File: src/rtl/stepmania_pkg.sv
// Shared constants and types for the note-highway receptor stage:
// default lane keycodes, default geometry and a small helper for lane indexing.
package stepmania_pkg;

    // USB HID usage codes for the default lane keys
    localparam logic [7:0] KEY_LEFT  = 8'h34;
    localparam logic [7:0] KEY_DOWN  = 8'h33;
    localparam logic [7:0] KEY_UP    = 8'h35;
    localparam logic [7:0] KEY_RIGHT = 8'h3b;

    localparam int DEF_NUM_LANES    = 4;
    localparam int DEF_NUM_KEYS     = 2;
    localparam int DEF_LANE_X0      = 256;
    localparam int DEF_LANE_W       = 32;
    localparam int DEF_REC_Y0       = 30;
    localparam int DEF_REC_H        = 50;
    localparam int DEF_FLASH_FRAMES = 6;

    // Lane 0 in the low byte: left, down, up, right
    localparam logic [DEF_NUM_LANES*8-1:0] DEF_LANE_KEYS =
        {KEY_RIGHT, KEY_UP, KEY_DOWN, KEY_LEFT};

    typedef logic [DEF_NUM_LANES-1:0] lane_mask_t;

    function automatic logic is_pow2(input int v);
        return (v > 0) && ((v & (v - 1)) == 0);
    endfunction

endpackage

File: src/rtl/lane_flash.sv
// One lane's held level, registered press/release pulses and frame-timed
// flash counter. The counter loads on the registered press pulse.
module lane_flash
    import stepmania_pkg::*;
#(
    parameter int FLASH_FRAMES = DEF_FLASH_FRAMES
) (
    input  logic       Clk,
    input  logic       Reset_n,
    input  logic       i_frame_tick,
    input  logic       i_match,
    output logic       o_held,
    output logic       o_press,
    output logic       o_release,
    output logic [7:0] o_cnt,
    output logic       o_lit
);

    localparam logic [7:0] FLASH_LOAD = 8'(FLASH_FRAMES);

    logic       r_held;
    logic       r_press;
    logic       r_release;
    logic [7:0] r_cnt;

    always_ff @(posedge Clk or negedge Reset_n) begin
        if (!Reset_n) begin
            r_held    <= 1'b0;
            r_press   <= 1'b0;
            r_release <= 1'b0;
            r_cnt     <= 8'd0;
        end else begin
            r_held    <= i_match;
            r_press   <= i_match & ~r_held;
            r_release <= ~i_match & r_held;
            // A reload on press takes priority over the frame decrement
            if (r_press)
                r_cnt <= FLASH_LOAD;
            else if (i_frame_tick && (r_cnt != 8'd0))
                r_cnt <= r_cnt - 8'd1;
        end
    end

    assign o_held    = r_held;
    assign o_press   = r_press;
    assign o_release = r_release;
    assign o_cnt     = r_cnt;
    assign o_lit     = r_held | (r_cnt != 8'd0);

endmodule

File: src/rtl/lane_receptor.sv
// Receptor stage: keycode-to-lane match, per-lane flash state, and registered
// per-pixel lane band / receptor hit flags for the color mapper.
module lane_receptor
    import stepmania_pkg::*;
#(
    parameter int                     NUM_LANES    = DEF_NUM_LANES,
    parameter int                     NUM_KEYS     = DEF_NUM_KEYS,
    parameter logic [NUM_LANES*8-1:0] LANE_KEYS    = DEF_LANE_KEYS,
    parameter int                     LANE_X0      = DEF_LANE_X0,
    parameter int                     LANE_W       = DEF_LANE_W,
    parameter int                     REC_Y0       = DEF_REC_Y0,
    parameter int                     REC_H        = DEF_REC_H,
    parameter int                     FLASH_FRAMES = DEF_FLASH_FRAMES
) (
    input  logic                    Clk,
    input  logic                    Reset_n,
    input  logic                    frame_tick,
    input  logic [8*NUM_KEYS-1:0]   keycodes,
    input  logic [9:0]              DrawX,
    input  logic [9:0]              DrawY,
    output logic [NUM_LANES-1:0]    key_held,
    output logic [NUM_LANES-1:0]    key_press,
    output logic [NUM_LANES-1:0]    key_release,
    output logic [NUM_LANES-1:0]    is_receptor,
    output logic [7:0]              flash_level,
    output logic                    is_background,
    output logic                    is_receptor_background
);

    // Geometry edges in 11 bits so LANE_X0 + width never wraps
    localparam logic [10:0] X_LO = 11'(LANE_X0);
    localparam logic [10:0] X_HI = 11'(LANE_X0 + NUM_LANES * LANE_W - 1);
    localparam logic [10:0] Y_LO = 11'(REC_Y0);
    localparam logic [10:0] Y_HI = 11'(REC_Y0 + REC_H - 1);

    logic [NUM_LANES-1:0]      w_match;
    logic [NUM_LANES-1:0]      w_lit;
    logic [NUM_LANES-1:0][7:0] w_cnt;
    logic [NUM_LANES-1:0]      w_rec;
    logic [10:0]               w_x;
    logic [10:0]               w_y;
    logic [10:0]               w_off;
    logic [10:0]               w_idx;
    logic                      w_band;
    logic                      w_rows;
    logic [7:0]                w_flash;

    // Duplicated keycodes simply OR into the same lane bit
    always_comb begin
        w_match = '0;
        for (int l = 0; l < NUM_LANES; l++) begin
            for (int k = 0; k < NUM_KEYS; k++) begin
                if ((keycodes[8*k +: 8] == LANE_KEYS[8*l +: 8]) &&
                    (keycodes[8*k +: 8] != 8'h00))
                    w_match[l] = 1'b1;
            end
        end
    end

    for (genvar l = 0; l < NUM_LANES; l++) begin : g_lane
        lane_flash #(
            .FLASH_FRAMES (FLASH_FRAMES)
        ) u_flash (
            .Clk          (Clk),
            .Reset_n      (Reset_n),
            .i_frame_tick (frame_tick),
            .i_match      (w_match[l]),
            .o_held       (key_held[l]),
            .o_press      (key_press[l]),
            .o_release    (key_release[l]),
            .o_cnt        (w_cnt[l]),
            .o_lit        (w_lit[l])
        );
    end

    assign w_x    = {1'b0, DrawX};
    assign w_y    = {1'b0, DrawY};
    assign w_band = (w_x >= X_LO) && (w_x <= X_HI);
    assign w_rows = (w_y >= Y_LO) && (w_y <= Y_HI);
    assign w_off  = w_x - X_LO;

    if (is_pow2(LANE_W)) begin : g_idx_shift
        assign w_idx = w_off >> $clog2(LANE_W);
    end else begin : g_idx_div
        assign w_idx = w_off / 11'(LANE_W);
    end

    // Lane index is only meaningful inside the band; outside, nothing selects
    always_comb begin
        w_rec   = '0;
        w_flash = 8'd0;
        for (int l = 0; l < NUM_LANES; l++) begin
            if (w_band && (w_idx == 11'(l))) begin
                w_flash  = w_cnt[l];
                w_rec[l] = w_rows & w_lit[l];
            end
        end
    end

    always_ff @(posedge Clk or negedge Reset_n) begin
        if (!Reset_n) begin
            is_receptor            <= '0;
            flash_level            <= 8'd0;
            is_background          <= 1'b0;
            is_receptor_background <= 1'b0;
        end else begin
            is_receptor            <= w_rec;
            flash_level            <= w_flash;
            is_background          <= w_band;
            is_receptor_background <= w_band & w_rows;
        end
    end

endmodule

File: config.mk
export PLATFORM = sky130hd
export DESIGN_NAME = lane_receptor
export DESIGN_NICKNAME = d
export VERILOG_FILES = /design/src/rtl/stepmania_pkg.sv /design/src/rtl/lane_flash.sv /design/src/rtl/lane_receptor.sv
export SDC_FILE = /design/constraint.sdc
export NUM_CORES = 1
export LEC_CHECK = 0
export ABC_AREA = 0
export CORE_MARGIN = 2
export CORE_UTILIZATION = 39
export CTS_BUF_LIST = sky130_fd_sc_hd__clkbuf_4 sky130_fd_sc_hd__clkbuf_8
export DETAILED_ROUTE_END_ITERATION = 8
export DONT_BUFFER_PORTS = 1
export GPL_ROUTABILITY_DRIVEN = 1
export MAX_ROUTING_LAYER = met4
export PLACE_DENSITY = 0.61
export SYNTH_ARGS = -nofsm -noshare
export SYNTH_HDL_FRONTEND = slang
export SYNTH_SLANG_ARGS = --single-unit
File: constraint.sdc
create_clock -name Clk -period 6.59 [get_ports Clk]
set_clock_uncertainty 0.05 [all_clocks]
set_input_delay 1.318 -clock Clk [delete_from_list [all_inputs] [get_ports Clk]]
set_output_delay 1.318 -clock Clk [all_outputs]
set_load 0.005 [all_outputs]
==> results.ini, run 1 <==
[outcome]
status = completed

[sta]
slew_violations = 0
post-route-period-util_pct = 42.9
hold_ws_ns = 0.465
worst_slew_pin_slew_ns = 0.842
setup_viol = 0
clock.fmax_ghz = 0.354
slew_headroom_pct = 42.4
setup_tns_ns = 0
setup_ws_ns = 3.77
finalHoldViolCount = 0
rsz0062_at_grt = false
fin_crit_ns = 2.82

[logic_synthesis]
synth_edf_count = 0
yosys_warnings = 0
yosysUniqueCellTypes = 50
synth_seq_cells = 58
syn_nets = 361
ys_async_sr_fraction_pct = 100
syn_inst = 312
synth_area_um2 = 3190
syn_avg_cell_area_um2 = 10.2
synth-seq-area-share_pct = 45.5
synth_flop_cell = dfrtp_1

[finish]
design_area_um2 = 3350
fill_cells = 778
layout.cells.non_filler = 399
area_delta_synth_final_pct = 5.18
antenna_cells = 0
most-common-layout-cells = dfrtp_1 (58), nor2_1 (36), inv_1 (19)
final_layout_size_suffix_gt1_share_pct = 10.4
layout.nets = 341
final_common_cell = dfrtp_1

[min_path]
hold_class = flop to flop
min_from = g_lane[0].u_flash.o_held

[route]
dr.pass1.iters = 4
totalWireLength_um = 6410
vias = 2211
antenna_left = 0
drt-wirelength-per-cell_um = 16.1
post-route-drc-count = 0
drtIter0Drc = 81
viasPerCell = 5.54

[setup_path]
critical_path_class = primary input to flop
required_ns = 6.77
start_kind = primary input
cp.arrival_ns = 3.01
cp_max_fo = 5
endpoint_kind = flop
r2r-start = g_lane[2].u_flash.o_cnt[0]
ff2ff_setup_slack_ns = 4.36
critPathLaunch = DrawX[9]

[clock_tree]
cts.sinks = 58
cts_tree = yes
cts_resized = 0
clock_path_buffers = 2
cts_buffers = 9
htreeDepth = 3
clk_pin_slew_ns = 0.07
clk_latency_ns = 0.34
ctsHoldBuffers = 0
postCtsSetupBuffers = 0
root_buffer = clkbuf_8

[die]
die_w_um = 94.4
io_pins = 65
dieArea_um2 = 8910
die_y_um = 94.4
core_area_um2 = 7810
initial_core_util_pct = 40.8
row_count = 32

[placement]
dp_hpwl_um = 4650
place_ws_ns = 3.35
place.gp.congestion = 0.837
port_buffers = 0
placed_area_um2 = 3150
dp.cells = 383

[global_route]
antenna_found_initial = 0
grt_overflow = 0
grt_max_degree = 59
track_usage_pct = 16.3
grt_pass1_vias = 2233
grt_first_pass_wirelength_um = 10600

[pwr]
p_leak_nw = 1.46
peakVddDrop_uv = 156
pwr_density_cell_nw_per_um2 = 383

[flow_run]
maxCapViolations = 0

[state kept, by name (all words and copies together), names as in the netlist]
name and cells:
flash_level 8, is_receptor_background 1, g_lane.u_flash.o_held 4, is_background 1, g_lane.u_flash.o_cnt 32, g_lane.u_flash.o_press 4
is_receptor 4, g_lane.u_flash.o_release 4
[cell families (layout without fill, tap and decap cells)]
| logic type | after synthesis | count (layout) | synth area share [%] |
|---|---|---|---|
| flip-flops | 58 | 58 | 45.5 |
| XOR/XNOR | 22 | 22 | 6.04 |
| buffers and inverters | 50 | 35 | 7.46 |
| adder cells (fa/ha/maj) | 10 | 10 | 3.92 |
| multiplexers | 15 | 15 | 4.91 |
| AO/OA/AOI/OAI | 55 | 55 | 12.6 |
| AND/OR/NAND/NOR | 102 | 102 | 19.6 |
[synth_stat cells (all sizes together) (3+ instances only)]
cell | number | area share, %
dfrtp | 58 | 46
xnor2 | 5 | 1.4
nor4 | 6 | 1.4
or3b | 4 | 1.1
mux2i | 10 | 3.1
a21oi | 7 | 1.1
nand4 | 6 | 1.2
o2bb2ai | 6 | 1.6
o31ai | 5 | 1.2
o21ai | 9 | 1.5
and2 | 4 | 0.78
o211ai | 8 | 1.9
clkbuf | 14 | 1.7
or3 | 6 | 1.2
nor4bb | 4 | 1.3
xor2 | 17 | 4.7
nor2 | 36 | 4.2
nand3 | 3 | 0.47
nand2b | 3 | 0.59
inv | 19 | 2.2
o2111ai | 4 | 1.1
ha | 10 | 3.9
nor4b | 4 | 1.6
nand4b | 3 | 0.82
nor3 | 8 | 1.3
buf | 17 | 3.5
or4 | 7 | 1.6
a211o | 4 | 1.1
mux2 | 5 | 1.8
[power breakdown]
group	switching (mW)	internal, mW
registers	0.138	0.456
clock network	0.142	0.193
logic	0.184	0.172
[area by class of cell]
type                       count  area (um2)  area share [%]
multi-input combinational    204        1500            44.7
clock inverter                 5        52.6            1.57
inverter                      19        71.3            2.13
sequential                    58        1450            43.3
tap                          102         128            3.81
clock buffer                  11         151            4.51
[worst max-delay path: stages]
cell	delay (ns)
inv_1	0.06
ha_1	0.20
nand4_1	0.11
o21a_1	0.26
a2111oi_0	0.75
nor4b_1	0.31
[metal layers]
metal	up-vias	wire length (um)	part of all wire [%]	GRT usage, %
met2	77	2710	42	23.6
met5	-	0	0	-
met3	10	452	7.0	6.30
met1	1060	3140	49	21.1
met4	0	104	1.6	5.68
li1	1064	-	-	-
[final timing paths]
kind                                              endpoint  cells after the start
worst max-delay path                        is_receptor[0]                      6
worst min-delay path             g_lane[0].u_flash.o_press                      1
worst max register to register  g_lane[2].u_flash.o_cnt[1]                      6
worst min register to register   g_lane[0].u_flash.o_press                      1
max in group asynchronous       g_lane[1].u_flash.o_cnt[1]                      0
min in group asynchronous                   flash_level[4]                      0
[stage by stage]
step | utilization (%) | total power [mW]
after CTS | 42.9 | 1.30
after floorplan | - | 0.875
final | 42.9 | 1.28
after global routing | 42.9 | 1.38
after detailed placement | 40.3 | 0.954
after global placement | 40.3 | 0.941
No activity file was read; power rests on OpenSTA's default activity.
==> run 2: changes to the inputs <==
- PLACE_DENSITY: 0.61 -> 0.63
- clock period: 6.59 -> 2.5 ns (I/O delays scaled with it)
==> results.ini, run 2 (same netlist as run 1, synthesis figures left out) <==
[global_route]
grt_pass1_vias = 2276  ; +1.9%
grt_first_pass_wirelength_um = 11000  ; +3.4%
antenna_found_initial = 0  ; unchanged
track_usage_pct = 16.9  ; +0.57 points
grt_overflow = 0  ; unchanged
grt_max_degree = 59  ; unchanged

[die]
row_count = 32  ; unchanged
core_area_um2 = 7810  ; unchanged
die_w_um = 94.4  ; unchanged
initial_core_util_pct = 40.8  ; unchanged
die_y_um = 94.4  ; unchanged
dieArea_um2 = 8910  ; unchanged
io_pins = 65  ; unchanged

[finish]
design_area_um2 = 3440  ; +2.5%
layout.cells.non_filler = 404  ; +1.3%
antenna_cells = 0  ; unchanged
largest_reg_flops = 32  ; unchanged
layout.nets = 346  ; +1.5%
final_common_cell = dfrtp_1
most-common-layout-cells = dfrtp_1 (58), nor2_1 (36), inv_1 (19)
finalCoreUtilization_pct = 44.0  ; +1.1 points
area_delta_synth_final_pct = 7.81
final_layout_size_suffix_gt1_share_pct = 11.9  ; +1.5 points
fill_cells = 750  ; -3.6%

[setup_path]
ff2ff_setup_slack_ns = 0.39  ; -3.97 ns
r2r-end = g_lane[0].u_flash.o_cnt[1]
cp_max_fo = 6  ; +1
r2r-start = g_lane[0].u_flash.o_cnt[0]
critical_path_class = flop to flop
cp.arrival_ns = 2.29  ; -0.72 ns
reg2regPathDepth = 6  ; unchanged
required_ns = 2.68  ; -4.09 ns
start_kind = flop
endpoint_kind = flop

[flow_run]
maxCapViolations = 0  ; unchanged

[route]
vias = 2293  ; +3.7%
totalWireLength_um = 6560  ; +2.3%
drtIter0Drc = 96  ; +19%
post-route-drc-count = 0  ; unchanged
antenna_left = 0  ; unchanged
viasPerCell = 5.68  ; +2.4%
drt-wirelength-per-cell_um = 16.2  ; +1.1%
dr.pass1.iters = 4  ; unchanged

[sta]
post-route-period-util_pct = 84.2
slew_headroom_pct = 43.0  ; +0.57 points
rsz0062_at_grt = false
slew_violations = 0  ; unchanged
setup_viol = 0  ; unchanged
worst_slew_pin_slew_ns = 0.833  ; -0.00834 ns
setup_tns_ns = 0  ; unchanged
finalHoldViolCount = 0  ; unchanged
hold_ws_ns = 0.193  ; -0.272 ns
fin_crit_ns = 2.11
clock.fmax_ghz = 0.475
setup_ws_ns = 0.395  ; -3.37 ns

[clock_tree]
cts_buffers = 9  ; unchanged
clock_path_buffers = 2  ; unchanged
htreeDepth = 3  ; unchanged
clk_latency_ns = 0.34  ; about the same
root_buffer = clkbuf_8
clk_pin_slew_ns = 0.07  ; about the same
cts.sinks = 58  ; unchanged
cts_tree = yes

[min_path]
whs_path_depth = 1  ; unchanged
worstHoldEndpoint = is_receptor[0]
min_from = DrawX[5]
hold_class = primary input to flop

[pwr]
power_mw = 3.50  ; +170%
pwr_density_cell_nw_per_um2 = 1020  ; +170%
peakVddDrop_uv = 447  ; +190%
p_leak_nw = 1.50  ; +2.8%

[placement]
port_buffers = 0  ; unchanged
placed_area_um2 = 3170  ; +0.72%
place.gp.congestion = 0.798  ; -4.6%
dp.cells = 386  ; +0.78%
place_ws_ns = -0.0115  ; -3.36 ns
dp_hpwl_um = 4780  ; +2.6%

[outcome]
status = completed

[run 2: changes by cell type in the layout (fill, tap and decap cells not counted), sizes merged]
cell	change
buf	+4
bufinv	+1
clkinv	-1
dlygate4sd3	+1
[run 2: how the worst max path moves through the flow]
stage / startpoint / to / slack, ns / depth (start not counted)
5_1_grt: DrawX[9] / is_receptor[0] / 0.18 / 6
2_1_floorplan: DrawX[9] / flash_level[2] / 0.41 / 6
4_1_cts: g_lane[0].u_flash.o_cnt[0] / g_lane[0].u_flash.o_cnt[1] / 0.23 / 6
6_report: g_lane[0].u_flash.o_cnt[0] / g_lane[0].u_flash.o_cnt[1] / 0.39 / 6
3_3_place_gp: DrawX[9] / is_receptor[0] / 0.22 / 6
3_5_place_dp: DrawX[9] / is_receptor[0] / -0.01 / 6
[run 2: layout make-up]
cell class              instances  area (um2)  area share, %
clock buffers                  11         145           4.22
clock inverters                 5        77.6           2.26
inverters                      19        71.3           2.07
multi-input cells             204        1500           43.8
flip-flops and latches         58        1450           42.2
well taps                     102         128           3.71
repair buffers                  5        60.1           1.75
[run 2: where the power goes]
group | internal [mW] | switching (mW)
clock network | 0.596 | 0.374
logic | 0.461 | 0.511
registers | 1.20 | 0.361
[run 2: worst max-delay path, stage by stage (launching register included)]
cell and delay [ns]:
dfrtp_1 0.41, inv_1 0.13, ha_1 0.17, or3b_2 0.51, o31ai_2 0.37, nor2_1 0.08, a211o_1 0.27
[run 2: what timing repair did]
action	4_1_cts	5_1_grt
setup endpoints to repair	0	1
hold endpoints to repair	58	0
hold buffers	2	0
buffers inserted	0	0
gates resized for setup	0	1
[run 2: routing by layer]
layer	wire [um]	up-vias	GRT usage, %
li1	-	1082	-
met1	3000	1113	21.7
met2	2990	89	24.5
met3	481	9	6.38
met4	87	0	6.04
met5	0	-	-
==> run 3: changes to the inputs <==
- PLACE_DENSITY: 0.63 -> 0.61
- clock period: 2.5 -> 2.04 ns (I/O delays scaled with it)
==> results.ini, run 3 (same netlist as run 1, synthesis figures left out) <==
[clock_tree]
postCtsSetupBuffers = 0  ; unchanged
clock_path_buffers = 2  ; unchanged
cts.sinks = 58  ; unchanged
clk_latency_ns = 0.34  ; about the same
cts_tree = yes
root_buffer = clkbuf_8
clk_pin_slew_ns = 0.07  ; about the same
htreeDepth = 3  ; unchanged
cts_buffers = 9  ; unchanged

[die]
initial_core_util_pct = 40.8  ; unchanged
io_pins = 65  ; unchanged
core_area_um2 = 7810  ; unchanged
die_y_um = 94.4  ; unchanged
row_count = 32  ; unchanged
dieArea_um2 = 8910  ; unchanged
die_w_um = 94.4  ; unchanged

[route]
vias = 2399  ; +4.6%
dr.pass1.iters = 4  ; unchanged
antenna_left = 0  ; unchanged
totalWireLength_um = 7020  ; +7.0%
drtIter0Drc = 131  ; +36%
post-route-drc-count = 0  ; unchanged
drt-wirelength-per-cell_um = 16.3  ; about the same
viasPerCell = 5.55  ; -2.2%

[global_route]
grt_pass1_vias = 2526  ; +11%
grt_first_pass_wirelength_um = 12000  ; +9.3%
top_usage_layer = met2
track_usage_pct = 18.1  ; +1.2 points
grt_max_degree = 59  ; unchanged
grt_util_met1_pct = 22.9  ; +1.2 points
grt_overflow = 0  ; unchanged
grt_use_met3_pct = 4.95  ; -1.4 points
met2_usage_pct = 27.9  ; +3.3 points
antenna_found_initial = 0  ; unchanged

[sta]
worst_slew_pin_slew_ns = 0.583  ; -0.250 ns
fin_crit_ns = 1.97  ; -0.132 ns
hold_ws_ns = 0.0815  ; -0.111 ns
slew_violations = 0  ; unchanged
post-route-period-util_pct = 96.7  ; +13 points
clock.fmax_ghz = 0.507  ; +6.7%
finalHoldViolCount = 0  ; unchanged
slew_headroom_pct = 60.1  ; +17 points
setup_viol = 0  ; unchanged
setup_ws_ns = 0.0668  ; -0.328 ns

[setup_path]
critical_path_class = flop to flop
r2r-start = g_lane[0].u_flash.o_cnt[0]
reg2regPathDepth = 7  ; +1
crit_family = simple AND/OR/NAND/NOR gates
ff2ff_setup_slack_ns = 0.07  ; -0.33 ns
cp_max_fo = 5  ; -1
r2r-end = g_lane[0].u_flash.o_cnt[4]
cp.arrival_ns = 2.14  ; -0.15 ns
cp_num_buf_inv = 2  ; +1
cp_slowest_stage_delay_ns = 0.50  ; about the same
required_ns = 2.20  ; -0.48 ns
crit_path_top_delay_cell = or3b_2
start_kind = flop
crit_chain = inv_1 -> ha_1 -> or3b_2 -> buf_4 -> o31ai_1 -> xor2_1 -> nor2_1
endpoint_kind = flop

[finish]
largest_reg_flops = 32  ; unchanged
antenna_cells = 0  ; unchanged
fill_cells = 754  ; +0.53%
multi_input_area_um2 = 1520  ; +0.83%
finalCoreUtilization_pct = 46.7  ; +2.6 points
area_delta_synth_final_pct = 14.3
most-common-layout-cells = dfrtp_1 (58), nor2_1 (36), buf_4 (33)
layout.nets = 376  ; +8.7%
register_area_um2 = 1450  ; unchanged
final_layout_size_suffix_gt1_share_pct = 19.7  ; +7.8 points
final_common_cell = dfrtp_1

[placement]
place.gp.congestion = 0.873  ; +9.4%
dp_hpwl_um = 4990  ; +4.5%
port_buffers = 0  ; unchanged
place_ws_ns = -0.0928  ; -0.0813 ns

[pwr]
peakVddDrop_uv = 502  ; +12%
pwr_density_cell_nw_per_um2 = 1240  ; +22%
p_leak_nw = 1.64  ; +9.0%

[min_path]
worstHoldEndpoint = is_receptor[0]
hold_class = primary input to flop
min_from = DrawX[5]
whs_path_depth = 1  ; unchanged

[flow_run]
maxCapViolations = 0  ; unchanged

[outcome]
status = completed

run 3: cell count changes in the layout (fill, tap and decap cells not counted), sizes merged:
| cell | before | now |
|---|---|---|
| buf | 4 | 34 |
| bufinv | 2 | 1 |
| clkinvlp | 1 | 0 |
run 3: through the flow:
step	cells	cell area (um2)	power [mW]	TNS (ns)
after floorplan	312	3190	2.83	0
after global placement	416	3400	3.37	-0.0375
after detailed placement	416	3400	3.41	-0.129
after CTS	432	3630	4.53	0
after global routing	432	3640	4.88	-0.0257
final	432	3640	4.52	0
run 3: worst register-to-register path, cell delays in order, from the launching register on:
cell	delay, ns
dfrtp_1	0.40
inv_1	0.08
ha_1	0.17
or3b_2	0.50
buf_4	0.17
o31ai_1	0.26
xor2_1	0.17
nor2_1	0.05
run 3: how the worst max path moves through the flow:
stage / startpoint / endpoint / slack [ns] / cells past startpoint
after global routing: g_lane[0].u_flash.o_cnt[0] / g_lane[0].u_flash.o_cnt[3] / -0.03 / 7
after global placement: DrawX[9] / is_receptor[0] / -0.04 / 7
after floorplan: g_lane[3].u_flash.o_cnt[0] / g_lane[3].u_flash.o_cnt[1] / 0.02 / 7
after CTS: g_lane[1].u_flash.o_cnt[5] / g_lane[1].u_flash.o_cnt[7] / 0.02 / 4
after detailed placement: DrawX[9] / is_receptor[0] / -0.09 / 7
final: g_lane[0].u_flash.o_cnt[0] / g_lane[0].u_flash.o_cnt[4] / 0.07 / 7
run 3: what timing repair did:
action | CTS | global route
hold endpoints to repair | 58 | 0
endpoints found under the setup margin | 0 | 4
gates resized for setup | 0 | 3
hold buffers | 2 | 0
run 3: power breakdown:
| part | internal (mW) | leakage, nW | switching (mW) |
|---|---|---|---|
| logic | 0.828 | 0.783 | 0.880 |
| registers | 1.47 | 0.751 | 0.287 |
| clock network | 0.612 | 0.101 | 0.441 |
| total | 2.91 | 1.64 | 1.61 |
run 3: area by class of cell:
class,count,share of cell area (%)
multi-input combinational,204,41.6
sequential,58,39.8
inverter,19,1.96
tap,102,3.50
timing repair buffer,35,7.83
clock buffer,11,4.16
clock inverter,3,1.10
run 3: layer usage:
metal / vias to the layer above / part of all wire, % / wire length, um
met5: - / 0 / 0
met3: 14 / 6.2 / 435
met4: 0 / 1.7 / 119
met2: 90 / 47 / 3300
met1: 1152 / 45 / 3170
li1: 1143 / - / -
